<file path="src/rtl/pipe_hazard_ctrl.sv">
// Hazard and stall controller for a 5-stage pipeline. It covers operand
// forwarding, load-use stall detection, a multi-cycle MDU sequencer,
// branch flush and an external freeze. It also keeps a saturating count of
// the cycles lost to hazard stalls.
module pipe_hazard_ctrl #(
  parameter int unsigned MDU_LAT = 8
) (
  input  logic        clk,
  input  logic        clrn,
  input  logic [4:0]  d_rs,
  input  logic [4:0]  d_rt,
  input  logic        d_use_rs,
  input  logic        d_use_rt,
  input  logic        d_mdu,
  input  logic [4:0]  e_rd,
  input  logic        e_wreg,
  input  logic        e_m2reg,
  input  logic [4:0]  m_rd,
  input  logic        m_wreg,
  input  logic        m_m2reg,
  input  logic        br_taken,
  input  logic        ext_hold,
  output logic        wpcir,
  output logic        flush_ir,
  output logic        bubble_de,
  output logic        pipe_en,
  output logic [1:0]  fwda,
  output logic [1:0]  fwdb,
  output logic        mdu_go,
  output logic        mdu_done,
  output logic [15:0] stall_cnt
);

  typedef enum logic [1:0] {IDLE, BUSY, DONE} state_t;

  state_t      state_q, state_d;
  logic [3:0]  cnt_q, cnt_d;
  logic [15:0] stall_cnt_q, stall_cnt_d;

  logic exMatchRs, exMatchRt, memMatchRs, memMatchRt;
  logic loadUse, mduStall, hazard, mduStart;

  // Register r is a live producer only when it is non-zero and the stage actually writes it
  always_comb begin
    exMatchRs  = (d_rs != 5'd0) && (d_rs == e_rd) && e_wreg;
    exMatchRt  = (d_rt != 5'd0) && (d_rt == e_rd) && e_wreg;
    memMatchRs = (d_rs != 5'd0) && (d_rs == m_rd) && m_wreg;
    memMatchRt = (d_rt != 5'd0) && (d_rt == m_rd) && m_wreg;
    loadUse    = e_m2reg && ((d_use_rs && exMatchRs) || (d_use_rt && exMatchRt));
  end

  // Operand bypass selects; EX wins over MEM, and a load in EX cannot forward yet
  always_comb begin
    fwda = 2'b00;
    fwdb = 2'b00;
    if (exMatchRs && !e_m2reg) fwda = 2'b01;
    else if (memMatchRs)       fwda = m_m2reg ? 2'b11 : 2'b10;
    if (exMatchRt && !e_m2reg) fwdb = 2'b01;
    else if (memMatchRt)       fwdb = m_m2reg ? 2'b11 : 2'b10;
  end

  // MDU sequencer next state, stall counter update and all pipeline control outputs
  always_comb begin
    state_d     = state_q;
    cnt_d       = cnt_q;
    stall_cnt_d = stall_cnt_q;
    wpcir       = 1'b1;
    pipe_en     = 1'b1;
    bubble_de   = 1'b0;
    flush_ir    = 1'b0;
    mdu_go      = 1'b0;
    mdu_done    = 1'b0;

    mduStart = (state_q == IDLE) && d_mdu && !loadUse;
    mduStall = mduStart || (state_q == BUSY);
    hazard   = loadUse || mduStall;

    if (!ext_hold) begin
      unique case (state_q)
        IDLE: if (mduStart) begin
          state_d = BUSY;
          cnt_d   = 4'(MDU_LAT - 1);
        end
        BUSY: if (cnt_q == 4'd0) state_d = DONE;
              else               cnt_d   = cnt_q - 4'd1;
        DONE: state_d = IDLE;
        default: state_d = IDLE;
      endcase
      if (hazard && (stall_cnt_q != 16'hFFFF)) stall_cnt_d = stall_cnt_q + 16'd1;
    end

    if (clrn) begin
      wpcir   = 1'b1;
      pipe_en = 1'b1;
    end else if (ext_hold) begin
      wpcir    = 1'b0;
      pipe_en  = 1'b0;
      mdu_done = (state_q == DONE);
    end else begin
      mdu_go   = mduStart;
      mdu_done = (state_q == DONE);
      if (hazard) begin
        wpcir     = 1'b0;
        bubble_de = 1'b1;
      end else begin
        flush_ir  = br_taken;
      end
    end
  end

  // State registers; reset aborts any MDU operation in flight without signalling done
  always_ff @(posedge clk) begin
    if (clrn) begin
      state_q     <= IDLE;
      cnt_q       <= 4'd0;
      stall_cnt_q <= 16'd0;
    end else begin
      state_q     <= state_d;
      cnt_q       <= cnt_d;
      stall_cnt_q <= stall_cnt_d;
    end
  end

  assign stall_cnt = stall_cnt_q;

endmodule

</file>
<file path="config.mk">
export PLATFORM = sky130hd
export DESIGN_NAME = pipe_hazard_ctrl
export DESIGN_NICKNAME = d
export VERILOG_FILES = /design/src/rtl/pipe_hazard_ctrl.sv
export SDC_FILE = /design/constraint.sdc
export NUM_CORES = 1
export LEC_CHECK = 0
export ABC_AREA = 1
export ABC_CLOCK_PERIOD_IN_PS = 2100
export CAP_MARGIN = 25
export CORE_UTILIZATION = 47
export CTS_CLUSTER_SIZE = 40
export DETAILED_ROUTE_END_ITERATION = 12
export PLACE_DENSITY = 0.81
export SLEW_MARGIN = 25
export SYNTH_ARGS = -nofsm -noshare
export SYNTH_HDL_FRONTEND = slang
export SYNTH_SLANG_ARGS = --single-unit
</file>
<file path="constraint.sdc">
create_clock -name clk -period 2.1 [get_ports clk]
set_clock_uncertainty 0.1 [all_clocks]
set_input_delay 0.42 -clock clk [delete_from_list [all_inputs] [get_ports clk]]
set_output_delay 0.42 -clock clk [all_outputs]
set_load 0.02 [all_outputs]
</file>
==> results of run 1 <==
## layer usage
layer  global-route usage [%]  share of wire, %
met1                    37.51                42
met2                    48.40                48
met3                    3.393               7.3
met4                    6.818               2.1
met5                        0                 0
## where the power goes
group          total [mW]  internal [mW]  switching (mW)
clock               0.309          0.167           0.142
combinational       0.566          0.257           0.310
sequential          0.457          0.441          0.0161
## cell type report
cell class	instances	area, um^2
multi-input cells	224	1321
well taps	48	60.06
flip-flops and latches	22	440.4
inverters	48	183.9
clock buffers	4	55.05
repair buffers	101	805.8
fillers	288	822.0
## logic make-up (layout without fill, tap and decap cells)
logic type / after synthesis / in the layout / share of synthesized area (%)
xor gates and xnor gates: 17 / 17 / 8.219
buffers and inverters: 55 / 153 / 11.88
DFF: 22 / 22 / 24.31
adders and majority gates: 2 / 2 / 1.381
AOI/OAI and AO/OA: 30 / 30 / 11.19
and+or+nand+nor: 175 / 175 / 43.03
## tightest hold or removal path: cells and delay by family, from the launching register on
| kind | cells | cell delay (ns) |
|---|---|---|
| AO/OA/AOI/OAI | 1 | 0.05 |
| AND/OR/NAND/NOR | 1 | 0.08 |
| flip-flops | 1 | 0.34 |
## registers in the layout (all words and copies together), names as in the netlist
register,flops
stall_cnt,16
cnt_q,4
state_q,2
## cell usage in the layout (no fill, tap or decap), types with 2 or more instances in the layout
cell	count
sky130_fd_sc_hd__nand2_1	74
sky130_fd_sc_hd__buf_4	50
sky130_fd_sc_hd__inv_1	31
sky130_fd_sc_hd__nor2_1	30
sky130_fd_sc_hd__clkdlybuf4s50_1	24
sky130_fd_sc_hd__dfxtp_1	22
sky130_fd_sc_hd__nand4_1	19
sky130_fd_sc_hd__inv_2	15
sky130_fd_sc_hd__nand3_1	15
sky130_fd_sc_hd__clkbuf_2	12
sky130_fd_sc_hd__nand2_2	10
sky130_fd_sc_hd__a21oi_2	10
sky130_fd_sc_hd__nor2_2	9
sky130_fd_sc_hd__xor2_1	8
sky130_fd_sc_hd__buf_6	7
sky130_fd_sc_hd__a21oi_1	6
sky130_fd_sc_hd__buf_2	5
sky130_fd_sc_hd__xnor2_2	4
sky130_fd_sc_hd__nor3_2	4
sky130_fd_sc_hd__o21ai_1	4
sky130_fd_sc_hd__nand3_2	4
sky130_fd_sc_hd__nor3_1	4
sky130_fd_sc_hd__xnor2_1	4
sky130_fd_sc_hd__clkbuf_8	4
sky130_fd_sc_hd__dlygate4sd2_1	3
sky130_fd_sc_hd__a211oi_2	2
sky130_fd_sc_hd__o2111ai_2	2
sky130_fd_sc_hd__nand2_4	2
sky130_fd_sc_hd__o21ai_0	2
sky130_fd_sc_hd__ha_1	2
## synth_stat cells (all sizes together), types with 2 or more instances
master / number
nand2: 86
xnor2: 8
clkbuf: 5
a21oi: 16
buf: 2
dfxtp: 22
o2111ai: 2
o21ai: 7
nand4: 19
clkinv: 2
nor3: 9
a211oi: 2
nand3: 20
xor2: 9
ha: 2
inv: 46
nor2: 40
## repair_timing
action                                  CTS  global route
pin swaps                                26            30
resized for setup                       122            61
endpoints found under the setup margin   24            25
setup buffers                             8             2
hold endpoints to repair                  0             0
## metrics by stage
stage	TNS (ns)	cells	setup slack, ns
finish	-0.03636	447	-0.03636
global route	-0.3777	447	-0.09848
CTS	-0.2312	445	-0.09325
detailed placement	-13.32	433	-0.8839
global placement	-12.54	433	-0.8713
floorplan	0	301	0.02007
## how the worst max path moves through the flow
| stage | slack, ns | depth (start not counted) | end | startpoint |
|---|---|---|---|---|
| floorplan | 0.02 | 10 | wpcir | d_rt[3] |
| global placement | -0.87 | 11 | bubble_de | d_rs[2] |
| detailed placement | -0.88 | 14 | bubble_de | e_rd[1] |
| CTS | -0.09 | 11 | bubble_de | e_rd[2] |
| global route | -0.1 | 14 | fwda[1] | e_rd[1] |
| finish | -0.04 | 12 | bubble_de | d_rt[1] |
==> reports/summary.log, run 1 <==
[status] outcome finished, violations left
[status] failing checks setup timing
[grt] number of antenna violations at the first check in global routing 0
[detailed_routing] via count 2386
[sta] share of the cycle needed by the critical path after routing 101.7%
[die] initial core utilization 49.12%
[sta] Setup violations, final 1
[yosys] most common flop cell mapped by yosys sky130_fd_sc_hd__dfxtp_1
[yosys] share of the synthesized area in the top cell type 24.31%
[power] worst vdd rail ir drop 0.4840 mV
[placement] DPL Wire Length 4137 um
[sta] final period demand of the worst path 2.136 ns
[die] placeable core region 0.003689 mm^2
[flow_run] max-capacitance violation count 0
[critical_path] kind of end point of the critical path primary output
[critical_path] CP Data Required Time 1.58 ns
[power] Pwr per Cell Area 464.8 mW/mm^2
[yosys] mean instance size in the synthesized netlist 6.019 um^2
[power] post-layout total power 1.332 mW
[final_layout] area added between synthesis and finish 58.22%
[critical_path] Critical Path Slowest Stage Cell sky130_fd_sc_hd__nand3_1
[detailed_routing] # DRC 0
[min_path] path type of the worst min-delay path register to register
[die] die width 64.09 um
[yosys] flop and latch count out of synthesis 22
[sta] Final Hold Slack 0.4050 ns
[min_path] Min-Delay Endpoint stall_cnt[15]
[clock_network] clock tree from TritonCTS built
[critical_path] Worst R2R Start stall_cnt[1]
[critical_path] kind of cell with the highest combined delay on the critical path simple AND/OR/NAND/NOR gates
[grt] number of global-route vias before repair 2062
[yosys] number of synthesis warnings 0
[sta] max-slew violation count 0
[clock_network] number of levels in the clock H-tree 1
[clock_network] Skew-Pair Late Insertion Delay 0.26 ns
[sta] Worst Setup Slack, final -0.03636 ns
[critical_path] biggest cell delay along the critical path 0.16 ns
[yosys] fraction of the yosys area taken by sequential cells 24.31%
[critical_path] Critical Path AT 1.62 ns
[die] Die H 64.09 um
[final_layout] fraction of final layout cells sized beyond drive strength 1 37.09%
[detailed_routing] iteration-0 DRC count of the detailed router 225
[min_path] count of cells along the worst hold path 2
[clock_network] number of buffers added by the clock tree synthesis step 3
[yosys] synthesized netlist net count 334
[yosys] post-synth top area cell sky130_fd_sc_hd__dfxtp_1
[final_layout] final core utilization 77.71%
[placement] RD Place Congestion 0.9386
[die] floorplan die area 0.004107 mm^2
[grt] GRT Resource Usage Total 28.31%
[detailed_routing] Avg Vias per Cell 5.338
[yosys] number of distinct library cells after synthesis 30
[yosys] number of enable flip-flop cells after synthesis 0
[die] Cell Rows 22
[sta] slew at the pin with the worst max-slew slack 0.3458 ns
[placement] number of buffers inserted by port buffering 56
[critical_path] kind of launch point of the worst setup path primary input
[final_layout] NumNets Final 433
[final_layout] number of antenna repair diodes 0
[grt] GR Overflow Total 0
[sta] final hold violation count 0
[critical_path] crit path cell chain clkbuf_2, inv_2, nand2_1, nand3_1, nor2_4, nand3_2, nand2_2, nand2_4, nand2_4, nand2_2, nor2_1, buf_4
[critical_path] Buf/Inv on CP 3
[placement] area of placed instances 0.002660 mm^2
[clock_network] clock-pin transition on the worst setup and hold timing paths 0.08 ns
[grt] wire length of the first global-routing pass 9163 um
[sta] unrepaired setup endpoints after global routing true
[critical_path] slack of the worst reg-to-reg path 0.15 ns
[clock_network] CTS hold repair buffers 0
[critical_path] Worst Reg-to-Reg Cells 10
[critical_path] CP Class primary input to primary output
[detailed_routing] wire length reported by the detailed router 6147 um
[yosys] post-synthesis instance area 0.001812 mm^2
[grt] largest net degree at the start of global routing 18
[detailed_routing] DRT antenna net count 0
[final_layout] final instance area 0.002867 mm^2
[detailed_routing] drt pass-1 iters 4
[critical_path] highest net fanout along the worst path 6
[yosys] share of synthesized flip-flops with an asynchronous set or reset 0%
[clock_network] Sink Count 22
[die] number of top-level pins 57
[sta] Max Clock Freq 0.4681 GHz
[clock_network] CTS root buf sky130_fd_sc_hd__clkbuf_8
[yosys] post-synthesis instance total 301
[detailed_routing] WL/cell 13.75 um
[sta] Relative slew margins 76.79%
[critical_path] worst reg2reg path endpoint stall_cnt[11]
[clock_network] maximum buffer depth of the clock tree 2
[yosys] most area-consuming cells after synthesis sky130_fd_sc_hd__dfxtp_1, sky130_fd_sc_hd__nand2_1, sky130_fd_sc_hd__inv_1, sky130_fd_sc_hd__nor2_1, sky130_fd_sc_hd__nand4_1
[min_path] startpoint of the most critical hold path stall_cnt[15]
[power] LEAKAGE 1.305 nW
(Power assumes the default switching activity.)
==> inputs of run 2 (changes only) <==
- ABC_CLOCK_PERIOD_IN_PS: 2100 -> unset
- CTS_CLUSTER_SIZE: 40 -> 30
- SLEW_MARGIN: 25 -> 20
==> results of run 2 <==
No change in the layout: final DEF, timing and power equal those of run 1.
==> inputs of run 3 (changes only) <==
--- a/config.mk
+++ b/config.mk
@@ -9,4 +9,4 @@
 export CAP_MARGIN = 25
+export CORE_ASPECT_RATIO = 1.4
 export CORE_UTILIZATION = 47
-export CTS_CLUSTER_SIZE = 30
 export DETAILED_ROUTE_END_ITERATION = 12
==> constraint.sdc (replaced) <==
create_clock -name clk -period 2.1 [get_ports clk]
set_clock_uncertainty 0.1 [all_clocks]
set_input_delay 0.315 -clock clk [delete_from_list [all_inputs] [get_ports clk]]
set_output_delay 0.315 -clock clk [all_outputs]
set_load 0.02 [all_outputs]
==> run 3 against run 2 <==
  * Via count fell by 3.4%
  * Die area barely moved
  * Flip-flop and latch count did not move
  * The run now ends clean
  * Largest power group unchanged
  * Worst setup slack improved by 0.050 ns
==> reports/summary.log, run 3 (same netlist as run 1, synthesis figures left out) <==
[final_layout] leading cell types in the layout, fill and taps excluded sky130_fd_sc_hd__nand2_1, sky130_fd_sc_hd__buf_4, sky130_fd_sc_hd__inv_1, sky130_fd_sc_hd__nor2_1, sky130_fd_sc_hd__clkdlybuf4s50_1
[sta] final hold violation count 0
[grt] number of global-route vias before repair 2097
[grt] GR Overflow Total 0
[die] number of top-level pins 57
[final_layout] NumNets Final 428
[clock_network] clock-pin transition on the worst setup and hold timing paths 0.08 ns
[clock_network] number of levels in the clock H-tree 1
[detailed_routing] drt pass-1 iters 4
[sta] max-slew violation count 0
[final_layout] final instance area 0.002785 mm^2
[final_layout] number of antenna repair diodes 0
[status] outcome complete, no violations
[clock_network] maximum buffer depth of the clock tree 2
[power] worst vdd rail ir drop 0.3609 mV
[die] die width 54.47 um
[die] floorplan die area 0.004110 mm^2
[critical_path] CP Class primary input to primary output
[sta] slew at the pin with the worst max-slew slack 0.3116 ns
[critical_path] CP Data Required Time 1.68 ns
[sta] Relative slew margins 79.07%
[sta] share of the cycle needed by the critical path after routing 99.37%
[detailed_routing] via count 2305
[detailed_routing] # DRC 0
[die] Die H 75.46 um
[final_layout] area added between synthesis and finish 53.73%
[detailed_routing] WL/cell 13.24 um
[placement] post-placement setup slack -0.7580 ns
[flow_run] max-capacitance violation count 0
[critical_path] biggest cell delay along the critical path 0.24 ns
[critical_path] kind of end point of the critical path primary output
[grt] GRT Resource Usage Total 28.65%
[grt] number of antenna violations at the first check in global routing 0
[critical_path] Critical Path AT 1.67 ns
[placement] number of buffers inserted by port buffering 56
[final_layout] leading cell type in the layout, fill and taps excluded sky130_fd_sc_hd__nand2_1
[clock_network] number of buffers added by the clock tree synthesis step 3
[critical_path] kind of launch point of the worst setup path primary input
[critical_path] kind of cell with the highest combined delay on the critical path simple AND/OR/NAND/NOR gates
[placement] area of placed instances 0.002638 mm^2
[grt] wire length of the first global-routing pass 8625 um
[sta] Setup violations, final 0
[die] placeable core region 0.003676 mm^2
[critical_path] crit path cell chain clkdlybuf4s15_1, nand2_1, nand2_1, clkinv_1, nand2_1, nor2_2, nand3_1, nand2_1, nand2_2, nand2_4, buf_4, nor2_4, buf_6
[sta] Worst Setup Slack, final 0.01324 ns
[grt] largest net degree at the start of global routing 16
[power] sequential share of power 35.8%
[sta] Max Clock Freq 0.4792 GHz
[placement] DPL Wire Length 4296 um
[power] Net Sw Power 0.4453 mW
[power] logic gate share of total power 40.5%
[clock_network] Skew-Pair Late Insertion Delay 0.26 ns
[detailed_routing] iteration-0 DRC count of the detailed router 61
[clock_network] clock tree from TritonCTS built
[critical_path] dominant cell type by count on the critical path sky130_fd_sc_hd__nand2_1
[power] net switching fraction of the power 34.64%
[detailed_routing] Avg Vias per Cell 5.287
[die] initial core utilization 49.29%
[critical_path] Critical Path Slowest Stage Cell sky130_fd_sc_hd__clkdlybuf4s15_1
[critical_path] highest net fanout along the worst path 3
[power] power share of the clock group 23.8%
[final_layout] number of flip-flops in the largest register 16
[power] Pwr per Cell Area 461.6 mW/mm^2
[detailed_routing] wire length reported by the detailed router 5772 um
[sta] final period demand of the worst path 2.087 ns
[clock_network] Sink Count 22
[power] cell internal pwr 0.8404 mW
[clock_network] CTS root buf sky130_fd_sc_hd__clkbuf_8
[min_path] path type of the worst min-delay path register to register
[critical_path] Buf/Inv on CP 4
[placement] RD Place Congestion 0.8437
[die] Cell Rows 26
[final_layout] fraction of final layout cells sized beyond drive strength 1 26.65%
[power] LEAKAGE 1.261 nW
[detailed_routing] DRT antenna net count 0
run 3: cell count changes in the layout (fill, tap and decap cells not counted), sizes merged:
cell,previous run,this run
buf,62,48
inv,47,46
dlygate4sd2,3,14
clkbuf,16,8
clkdlybuf4s15,0,4
clkdlybuf4s50,24,25
clkinv,1,2
dlymetal6s2s,0,1
run 3: routing by layer:
metal / vias to the layer above / global-route usage (%) / part of all wire, %
met3: 19 / 3.992 / 4.4
li1: 1154 / - / -
met5: - / 0 / 0
met2: 74 / 56.50 / 53
met4: 0 / 11.40 / 3.4
met1: 1058 / 28.55 / 39
run 3: timing repair:
item                       4_1_cts  5_1_grt
pin swaps                       15       18
setup endpoints to repair       25       22
setup buffers                    4        3
gates resized for setup         81       32
hold buffers                     0        0
gates cloned                     0        0
run 3: power by group through the flow:
stage          sequential (mW)  clock [mW]  combinational, mW
2_1_floorplan            0.470           0              0.253
3_3_place_gp             0.468           0              0.481
3_5_place_dp             0.469           0              0.489
4_1_cts                  0.460       0.306              0.488
5_1_grt                  0.462       0.329              0.576
6_report                 0.460       0.306              0.520
run 3: worst paths after layout:
kind	startpoint	to	slack (ns)	depth (start not counted)
worst max register to register	stall_cnt[0]	stall_cnt[7]	0.18	10
worst max-delay path	e_rd[3]	flush_ir	0.01	13
worst min register to register	stall_cnt[15]	stall_cnt[15]	0.40	2
worst min-delay path	stall_cnt[15]	stall_cnt[15]	0.40	2
run 3: through the flow:
| stage | hold slack (ns) | instances | util, % | setup TNS [ns] | power [mW] |
|---|---|---|---|---|---|
| final | 0.4048 | 436 | 75.77 | 0 | 1.286 |
| after CTS | 0.4052 | 433 | 73.79 | 0 | 1.254 |
| after global routing | 0.4258 | 436 | 75.77 | -0.3127 | 1.367 |
| after detailed placement | 0.3905 | 425 | 71.75 | -11.89 | 0.9582 |
| after floorplan | 0.3765 | 301 | - | 0 | 0.7229 |
| after global placement | 0.3861 | 425 | 71.75 | -11.45 | 0.9486 |
run 3: worst reg2reg max path, stage by stage, from the launching register on:
cell and delay [ns]:
sky130_fd_sc_hd__dfxtp_1 0.39, sky130_fd_sc_hd__ha_1 0.20, sky130_fd_sc_hd__nand2_1 0.12, sky130_fd_sc_hd__nor3_4 0.20, sky130_fd_sc_hd__nand3_2 0.08, sky130_fd_sc_hd__nor2_2 0.12
sky130_fd_sc_hd__nand2_2 0.16, sky130_fd_sc_hd__nand3_2 0.13, sky130_fd_sc_hd__buf_4 0.16, sky130_fd_sc_hd__nand2_1 0.07, sky130_fd_sc_hd__a21oi_1 0.13
run 3: layout make-up:
type / instances / area (um^2)
multi-input combinational: 224 / 1241
fill: 293 / 890.9
timing repair buffer: 96 / 815.8
sequential: 22 / 440.4
inverter: 48 / 180.2
clock buffer: 4 / 55.05
tap: 42 / 52.55
